File: src/rtl/input_debounce_pkg.sv
// input_debounce_pkg: shared state encoding and parameter limits for the debouncer.
package input_debounce_pkg;
    typedef enum logic {
        IDLE  = 1'b0,
        COUNT = 1'b1
    } state_e;
    localparam int SYNC_MIN = 2;
    localparam int SYNC_MAX = 4;
endpackage

File: src/rtl/input_debounce_sync_chain.sv
// input_debounce_sync_chain: plain multi-flop synchroniser for one asynchronous bit.
module input_debounce_sync_chain #(
    parameter int SYNC_STAGES = 2,
    parameter bit RESET_LEVEL = 1'b0
) (
    input  logic clk,
    input  logic rst_n,
    input  logic d,
    output logic q
);
    logic [SYNC_STAGES-1:0] sync_q;
    always_ff @(posedge clk or negedge rst_n) begin
        if (!rst_n) sync_q <= {SYNC_STAGES{RESET_LEVEL}};
        else        sync_q <= {sync_q[SYNC_STAGES-2:0], d};
    end
    assign q = sync_q[SYNC_STAGES-1];
endmodule

File: src/rtl/input_debounce.sv
// input_debounce: synchronises a bouncy input and only accepts a new level after it
// has been stable for STABLE_CYCLES enabled cycles; emits rise/fall strobes.
module input_debounce
    import input_debounce_pkg::*;
#(
    parameter int SYNC_STAGES   = 2,
    parameter int STABLE_CYCLES = 1000,
    parameter int CNT_W         = 16,
    parameter bit RESET_LEVEL   = 1'b0
) (
    input  logic clk,
    input  logic rst_n,
    input  logic d_in,
    input  logic en,
    output logic q,
    output logic rise,
    output logic fall,
    output logic busy
);
    localparam logic [CNT_W-1:0] LAST = CNT_W'(STABLE_CYCLES - 1);

    if (SYNC_STAGES < SYNC_MIN || SYNC_STAGES > SYNC_MAX) begin : g_bad_sync
        $error("input_debounce: SYNC_STAGES out of range");
    end
    if (STABLE_CYCLES < 1 || STABLE_CYCLES > (2**CNT_W) - 1) begin : g_bad_stable
        $error("input_debounce: STABLE_CYCLES does not fit CNT_W");
    end

    logic             s;
    state_e           state_q, state_d;
    logic [CNT_W-1:0] cnt_q, cnt_d;
    logic             q_q, q_d, rise_q, rise_d, fall_q, fall_d;

    input_debounce_sync_chain #(
        .SYNC_STAGES(SYNC_STAGES),
        .RESET_LEVEL(RESET_LEVEL)
    ) u_sync (
        .clk  (clk),
        .rst_n(rst_n),
        .d    (d_in),
        .q    (s)
    );

    // en low freezes everything in both states; only the synchroniser keeps moving
    always_comb begin
        state_d = state_q;
        cnt_d   = cnt_q;
        q_d     = q_q;
        rise_d  = 1'b0;
        fall_d  = 1'b0;
        if (en) begin
            if (state_q == IDLE) begin
                if (s != q_q) begin
                    if (STABLE_CYCLES == 1) begin
                        q_d    = s;
                        rise_d = s;
                        fall_d = !s;
                    end else begin
                        cnt_d   = CNT_W'(1);
                        state_d = COUNT;
                    end
                end
            end else if (s == q_q) begin
                cnt_d   = '0;
                state_d = IDLE;
            end else if (cnt_q == LAST) begin
                q_d     = s;
                rise_d  = s;
                fall_d  = !s;
                cnt_d   = '0;
                state_d = IDLE;
            end else begin
                cnt_d = cnt_q + CNT_W'(1);
            end
        end
    end

    always_ff @(posedge clk or negedge rst_n) begin
        if (!rst_n) begin
            state_q <= IDLE;
            cnt_q   <= '0;
            q_q     <= RESET_LEVEL;
            rise_q  <= 1'b0;
            fall_q  <= 1'b0;
        end else begin
            state_q <= state_d;
            cnt_q   <= cnt_d;
            q_q     <= q_d;
            rise_q  <= rise_d;
            fall_q  <= fall_d;
        end
    end

    assign q    = q_q;
    assign rise = rise_q;
    assign fall = fall_q;
    assign busy = (state_q == COUNT);
endmodule
File: config.mk
export PLATFORM = sky130hd
export DESIGN_NAME = input_debounce
export DESIGN_NICKNAME = d
export VERILOG_FILES = /design/src/rtl/input_debounce_pkg.sv /design/src/rtl/input_debounce_sync_chain.sv /design/src/rtl/input_debounce.sv
export SDC_FILE = /design/constraint.sdc
export NUM_CORES = 1
export LEC_CHECK = 0
export ABC_AREA = 0
export CAP_MARGIN = 20
export CORE_ASPECT_RATIO = 0.8
export CORE_UTILIZATION = 50
export CTS_BUF_LIST = sky130_fd_sc_hd__clkbuf_2 sky130_fd_sc_hd__clkbuf_4 sky130_fd_sc_hd__clkbuf_8
export CTS_CLUSTER_DIAMETER = 50
export DETAILED_ROUTE_END_ITERATION = 10
export PLACE_DENSITY = 0.72
export SYNTH_ARGS = -nofsm -noshare
export SYNTH_HDL_FRONTEND = slang
export SYNTH_HIERARCHICAL = 1
export SYNTH_SLANG_ARGS = --single-unit
File: constraint.sdc
create_clock -name clk -period 2 [get_ports clk]
set_input_delay 0.2 -clock clk [delete_from_list [all_inputs] [get_ports clk]]
set_output_delay 0.2 -clock clk [all_outputs]
set_load 0.01 [all_outputs]
==> results of run 1 <==
[synth_stat cells (2+ instances only)]
library cell | count | share of area, %
sky130_fd_sc_hd__o21ai_0 | 6 | 2.6
sky130_fd_sc_hd__a41oi_1 | 2 | 1.5
sky130_fd_sc_hd__inv_1 | 2 | 0.66
sky130_fd_sc_hd__nor3_1 | 2 | 0.88
sky130_fd_sc_hd__mux2i_1 | 3 | 2.6
sky130_fd_sc_hd__nand3_1 | 8 | 3.5
sky130_fd_sc_hd__nand2_1 | 17 | 5.6
sky130_fd_sc_hd__dfrtp_1 | 22 | 48
sky130_fd_sc_hd__nor4_1 | 2 | 1.1
sky130_fd_sc_hd__a21oi_1 | 10 | 4.4
sky130_fd_sc_hd__or4_4 | 2 | 2.0
sky130_fd_sc_hd__a31oi_1 | 12 | 6.6
sky130_fd_sc_hd__or3_1 | 4 | 2.2
sky130_fd_sc_hd__nor2_1 | 5 | 1.6
[sequential cells by signal (all words and copies together), names as in the netlist]
| signal | count |
|---|---|
| busy | 1 |
| q | 1 |
| u_sync/sync_q | 2 |
| fall | 1 |
| rise | 1 |
| cnt_q | 16 |
[placed cells by master, fill, tap and decap left out, drive strengths merged, types with 2 or more instances in the layout]
| cell type | count |
|---|---|
| dfrtp | 22 |
| nor2 | 7 |
| a21oi | 10 |
| and3 | 2 |
| buf | 17 |
| mux2i | 3 |
| nor3 | 2 |
| o21ai | 6 |
| a31oi | 12 |
| or3 | 4 |
| nand3 | 8 |
| clkdlybuf4s50 | 7 |
| or4 | 2 |
| inv | 2 |
| nand2 | 17 |
| clkbuf | 3 |
| nor4 | 3 |
| a41oi | 3 |
[metrics by stage]
| stage | power [mW] | hold slack, ns | std cells | worst slack (ns) | util (%) |
|---|---|---|---|---|---|
| floorplan | 0.550 | -0.0956 | 117 | 0.0285 | - |
| global placement | 0.603 | 0.335 | 163 | 0.0846 | 62.7 |
| detailed placement | 0.605 | 0.340 | 163 | 0.0322 | 62.7 |
| CTS | 0.946 | 0.214 | 167 | 0.0133 | 65.1 |
| global route | 0.978 | 0.238 | 167 | -0.00155 | 65.9 |
| finish | 0.943 | 0.215 | 167 | 0.0494 | 65.9 |
[power by group]
part,total (mW),switching (mW),internal [mW]
Combinational,0.110,0.0630,0.0466
Clock,0.343,0.141,0.203
Sequential,0.489,0.0237,0.466
Total,0.943,0.227,0.715
[area by class of cell]
cell class	instances	area [sq um]	area share (%)
clock buffer	3	22.5	1.58
multi-input combinational	90	582	40.9
timing repair buffer	24	198	13.9
inverter	2	7.51	0.528
sequential	22	551	38.7
tap	25	31.3	2.20
clock inverter	1	30.0	2.11
[cells by family after synthesis]
| logic type | Yosys count | share of synthesized area (%) |
|---|---|---|
| AOI/OAI and AO/OA | 35 | 19.4 |
| xor gates and xnor gates | 1 | 0.766 |
| adders and majority gates | 1 | 1.09 |
| buffers and inverters | 5 | 2.41 |
| DFF | 22 | 48.1 |
| muxes | 4 | 3.61 |
| and+or+nand+nor | 49 | 24.6 |
[final timing paths]
| path | to | slack (ns) | cells after the start | from |
|---|---|---|---|---|
| max | q | 0.05 | 4 | cnt_q[14] |
| min | cnt_q[15] | 0.21 | 2 | rst_n |
| max reg2reg | q | 0.05 | 4 | cnt_q[14] |
| min reg2reg | u_sync/sync_q[1] | 0.37 | 0 | u_sync/sync_q[0] |
| max in group asynchronous | busy | 1.56 | 2 | rst_n |
| min in group clk | u_sync/sync_q[0] | 0.32 | 1 | d_in |
[critical path: stages (launching register included)]
cell	delay, ns
sky130_fd_sc_hd__dfrtp_1	0.40
sky130_fd_sc_hd__or4_4	0.56
sky130_fd_sc_hd__or4_4	0.46
sky130_fd_sc_hd__nor2_4	0.14
sky130_fd_sc_hd__mux2_4	0.30
[metal layers]
layer	global-route usage (%)	routed length [um]	share of wire, %
met3	6.30	134	5.2
met1	32.2	1270	49
met2	33.3	1170	45
met4	4.50	14	0.54
met5	0	0	0
[repair_timing]
action | CTS | global route
setup endpoints to repair | 0 | 10
buffers inserted | 0 | 0
resized for setup | 0 | 5
==> flow_summary.ini, run 1 <==
[routing]
via_per_inst = 6.25
routed_wire_length_per_instance_um = 15.5
first_pass_iters = 4
route.antenna.remaining_nets = 0
drtIter0Drc = 45
drc_errors = 0
via_count = 1044
routed_wirelength_um = 2580

[finish]
syn2layout_area_growth_pct = 24.3
layout-drive-gt1-share_pct = 23.9
number_of_diodes_added_for_antenna_fixing = 0
nFillCells = 170
final_cell_area_sq_mm = 0.00142
finalNetCount = 148

[floorplan]
core.rowCount = 15
die_area_sq_mm = 0.00248
initial_core_utilization_pct = 53.0
die_h_um = 44.8
chipWidth_um = 55.5
core_sq_mm = 0.00216
boundaryPins = 8

[grt]
grt_pass1_vias = 888
grt_util_all_layers_pct = 22.1
grt_first_pass_wirelength_um = 4180
number_of_antenna_violations_at_the_first_check_in_global_routing = 0
global_route.overflow_total = 0
largest_net_degree_at_the_start_of_global_routing = 23

[worst_setup_path]
endpoint_kind = flop
required_ns = 2.22
critPathMaxFanout = 2
kind_of_critical_path = reg -> reg
worst-endpoint-arrival_ns = 2.17
worst_setup_path_start_kind = flop

[cts]
tritoncts = built
htree_levels = 1
cts.sink_count = 22
cts-buffers-inserted = 3
skew_pair_late_insertion_delay_ns = 0.31
ctsHoldBuffers = 0
cts_root_buffer = sky130_fd_sc_hd__clkbuf_4
worst_path_clk_slew_ns = 0.13
clock_tree.buffer_depth = 2

[synth]
synth.distinct_cells = 34
synth_instances = 117
synth_edf_count = 0
syn_nets = 122
synth.ff_latch_count = 22
mappedNetlistArea_sq_mm = 0.00114
yosys_warnings = 6
async_reset_ff_share_pct = 100
syn-mean-instance-area_sq_um = 9.77
ys.flop_type = sky130_fd_sc_hd__dfrtp_1
synth_seq_area_share_pct = 48.1

[place]
hpwlAfterDp_um = 1860
place_area_sq_mm = 0.00135
portBuffers = 7
routability_congestion_estimate_from_global_placement = 0.852

[sta]
max_freq_ghz = 0.513
final_max_slew_viol_count = 0
period_needed_ns = 1.95
timing_worst_slew_pin_value_ns = 0.575
relative_slew_slack_pct = 61.2
timing.clock.skew_ns = 0.00304
count_of_endpoints_failing_hold_in_the_final_timing_report = 0
rsz0062_at_grt = yes
setup_tns_ns = 0
report.final.setup_viol = 0
post-route-period-util_pct = 97.5

[power]
power-per-cell-area_mw_per_mm2 = 663
ir_drop_uv = 594
static_leakage_power_nw = 0.601

[job]
drv.max_cap_violation_count = 0

[status]
status = completed

[min_path]
hold_path.class = in -> async
No activity file was read; power rests on OpenSTA's default activity.
==> run 2: changes to the inputs <==
--- a/config.mk
+++ b/config.mk
@@ -12,7 +12,8 @@
 export CTS_BUF_LIST = sky130_fd_sc_hd__clkbuf_2 sky130_fd_sc_hd__clkbuf_4 sky130_fd_sc_hd__clkbuf_8
 export CTS_CLUSTER_DIAMETER = 50
 export DETAILED_ROUTE_END_ITERATION = 10
-export PLACE_DENSITY = 0.72
+export PLACE_DENSITY = 0.75
+export SETUP_SLACK_MARGIN = 0.02
 export SYNTH_ARGS = -nofsm -noshare
 export SYNTH_HDL_FRONTEND = slang
 export SYNTH_HIERARCHICAL = 1
==> run 2 against run 1 <==
  * Core utilization is 2.0 points lower
  * Clock power down 43%
  * Clock skew rose by 0.0011 ns
  * Critical endpoint unchanged
  * Largest cell class unchanged
==> flow_summary.ini, run 2 (synthesis results as in run 1) <==
[routing]
via_count = 982
routed_wire_length_per_instance_um = 15.8
drc_errors = 0
routed_wirelength_um = 2610
route.antenna.remaining_nets = 0
via_per_inst = 5.95
drtIter0Drc = 36
first_pass_iters = 4

[place]
hpwlAfterDp_um = 1870
portBuffers = 7
place_area_sq_mm = 0.00134
placement.setup.worst_slack_ns = 0.0196
routability_congestion_estimate_from_global_placement = 0.783

[finish]
max_flop_register = cnt_q
highest_count_cells_in_the_layout_ignoring_fill_and_taps = sky130_fd_sc_hd__dfrtp_1 (22), sky130_fd_sc_hd__nand2_1 (17), sky130_fd_sc_hd__buf_4 (16)
layout-drive-gt1-share_pct = 22.1
finalNetCount = 147
largest_reg_flops = 16
leading_cell_type_in_the_layout_fill_and_taps_excluded = sky130_fd_sc_hd__dfrtp_1
top_regs = cnt_q: 16 flops, u_sync/sync_q: 2 flops
area_of_the_multi_input_gates_sq_um = 577
final_cell_area_sq_mm = 0.00138
layout.area.seq_sq_um = 551
syn2layout_area_growth_pct = 20.6
nFillCells = 166
number_of_diodes_added_for_antenna_fixing = 0

[cts]
clock_tree.buffer_depth = 2
cts-buffers-inserted = 3
htree_levels = 1
worst_path_clk_slew_ns = 0.12
tritoncts = built
cts.sink_count = 22
skew_pair_late_insertion_delay_ns = 0.30
cts_root_buffer = sky130_fd_sc_hd__clkbuf_4

[sta]
timing_worst_slew_pin_value_ns = 0.584
max_freq_ghz = 0.509
report.final.setup_viol = 0
timing.clock.skew_ns = 0.00412
pnr_worst_setup_slack_ns = 0.0363
count_of_endpoints_failing_hold_in_the_final_timing_report = 0
period_needed_ns = 1.96
setup_tns_ns = 0
relative_slew_slack_pct = 60.7
final_max_slew_viol_count = 0
rsz0062_at_grt = yes
post-route-period-util_pct = 98.2

[power]
ir_drop_uv = 536
power-per-cell-area_mw_per_mm2 = 576
overall_power_of_the_completed_layout_mw = 0.794
static_leakage_power_nw = 0.581

[floorplan]
die_area_sq_mm = 0.00248
chipWidth_um = 55.5
boundaryPins = 8
core.rowCount = 15
initial_core_utilization_pct = 53.0
die_h_um = 44.8
core_sq_mm = 0.00216

[worst_setup_path]
crit_path_cell_trace = or4_4 -> or4_4 -> nor2_4 -> mux2_4
endpoint_kind = flop
cp_top_family = simple AND/OR/NAND/NOR gates
cpPeakStageDelay_ns = 0.56
critPathBufInv = 0
timing.reg2reg.setup_slack_ns = 0.04
worst_path_max_delay_cell = sky130_fd_sc_hd__or4_4
worst_path_most_repeated_cell = sky130_fd_sc_hd__or4_4
kind_of_critical_path = reg -> reg
worst-endpoint-arrival_ns = 2.17
critPathMaxFanout = 4
required_ns = 2.20
worst_setup_path_start_kind = flop

[grt]
number_of_antenna_violations_at_the_first_check_in_global_routing = 0
grt_pass1_vias = 969
grt_util_all_layers_pct = 23.1
global_route.overflow_total = 0
largest_net_degree_at_the_start_of_global_routing = 23
grt_first_pass_wirelength_um = 4330

[job]
drv.max_cap_violation_count = 0

[min_path]
hold_path.class = in -> async

[status]
status = completed
==> run 2: cell count changes in the layout (fill, tap and decap cells not counted) <==
| cell | change |
|---|---|
| sky130_fd_sc_hd__o31ai_1 | +1 |
| sky130_fd_sc_hd__o31ai_2 | -1 |
| sky130_fd_sc_hd__o21ai_0 | +1 |
| sky130_fd_sc_hd__bufinv_16 | -1 |
| sky130_fd_sc_hd__buf_4 | -1 |
| sky130_fd_sc_hd__o21ai_1 | -1 |
==> run 2: report_power, final <==
group | total [mW] | internal, mW | switching [mW] | leakage (nW)
Sequential | 0.490 | 0.466 | 0.0239 | 0.297
Combinational | 0.107 | 0.0442 | 0.0625 | 0.270
Clock | 0.197 | 0.0703 | 0.127 | 0.0138
Total | 0.794 | 0.580 | 0.213 | 0.581
==> run 2: layout make-up <==
cell class | instances | share of cell area, %
clock buffer | 3 | 1.63
inverter | 2 | 0.544
multi-input combinational | 90 | 41.8
sequential | 22 | 39.9
tap | 25 | 2.27
timing repair buffer | 23 | 13.8
==> run 2: what timing repair did <==
action / 4_1_cts / 5_1_grt
gates resized for setup: 1 / 2
setup endpoints to repair: 1 / 7
pin swaps: 0 / 2
setup buffers: 0 / 1
hold buffers: 0 / 0
==> run 2: worst paths after layout <==
path	start	to	cells after the start
min in group clk	d_in	u_sync/sync_q[0]	1
min	rst_n	cnt_q[7]	2
min reg2reg	u_sync/sync_q[0]	u_sync/sync_q[1]	0
max reg2reg	cnt_q[14]	q	4
max	cnt_q[14]	q	4
max in group asynchronous	rst_n	cnt_q[0]	2
==> run 2: metal layers <==
metal,up-vias,share of wire [%],GRT usage (%)
li1,494,-,-
met4,0,0.50,9.00
met2,15,44,34.9
met3,2,3.0,6.59
met1,471,53,31.9
met5,-,0,0
==> run 2: through the flow <==
stage | cells | utilization [%] | hold slack [ns]
2_1_floorplan | 117 | - | -0.0956
3_3_place_gp | 161 | 62.0 | 0.332
3_5_place_dp | 161 | 62.0 | 0.336
4_1_cts | 164 | 63.1 | 0.231
5_1_grt | 165 | 63.9 | 0.239
6_report | 165 | 63.9 | 0.223
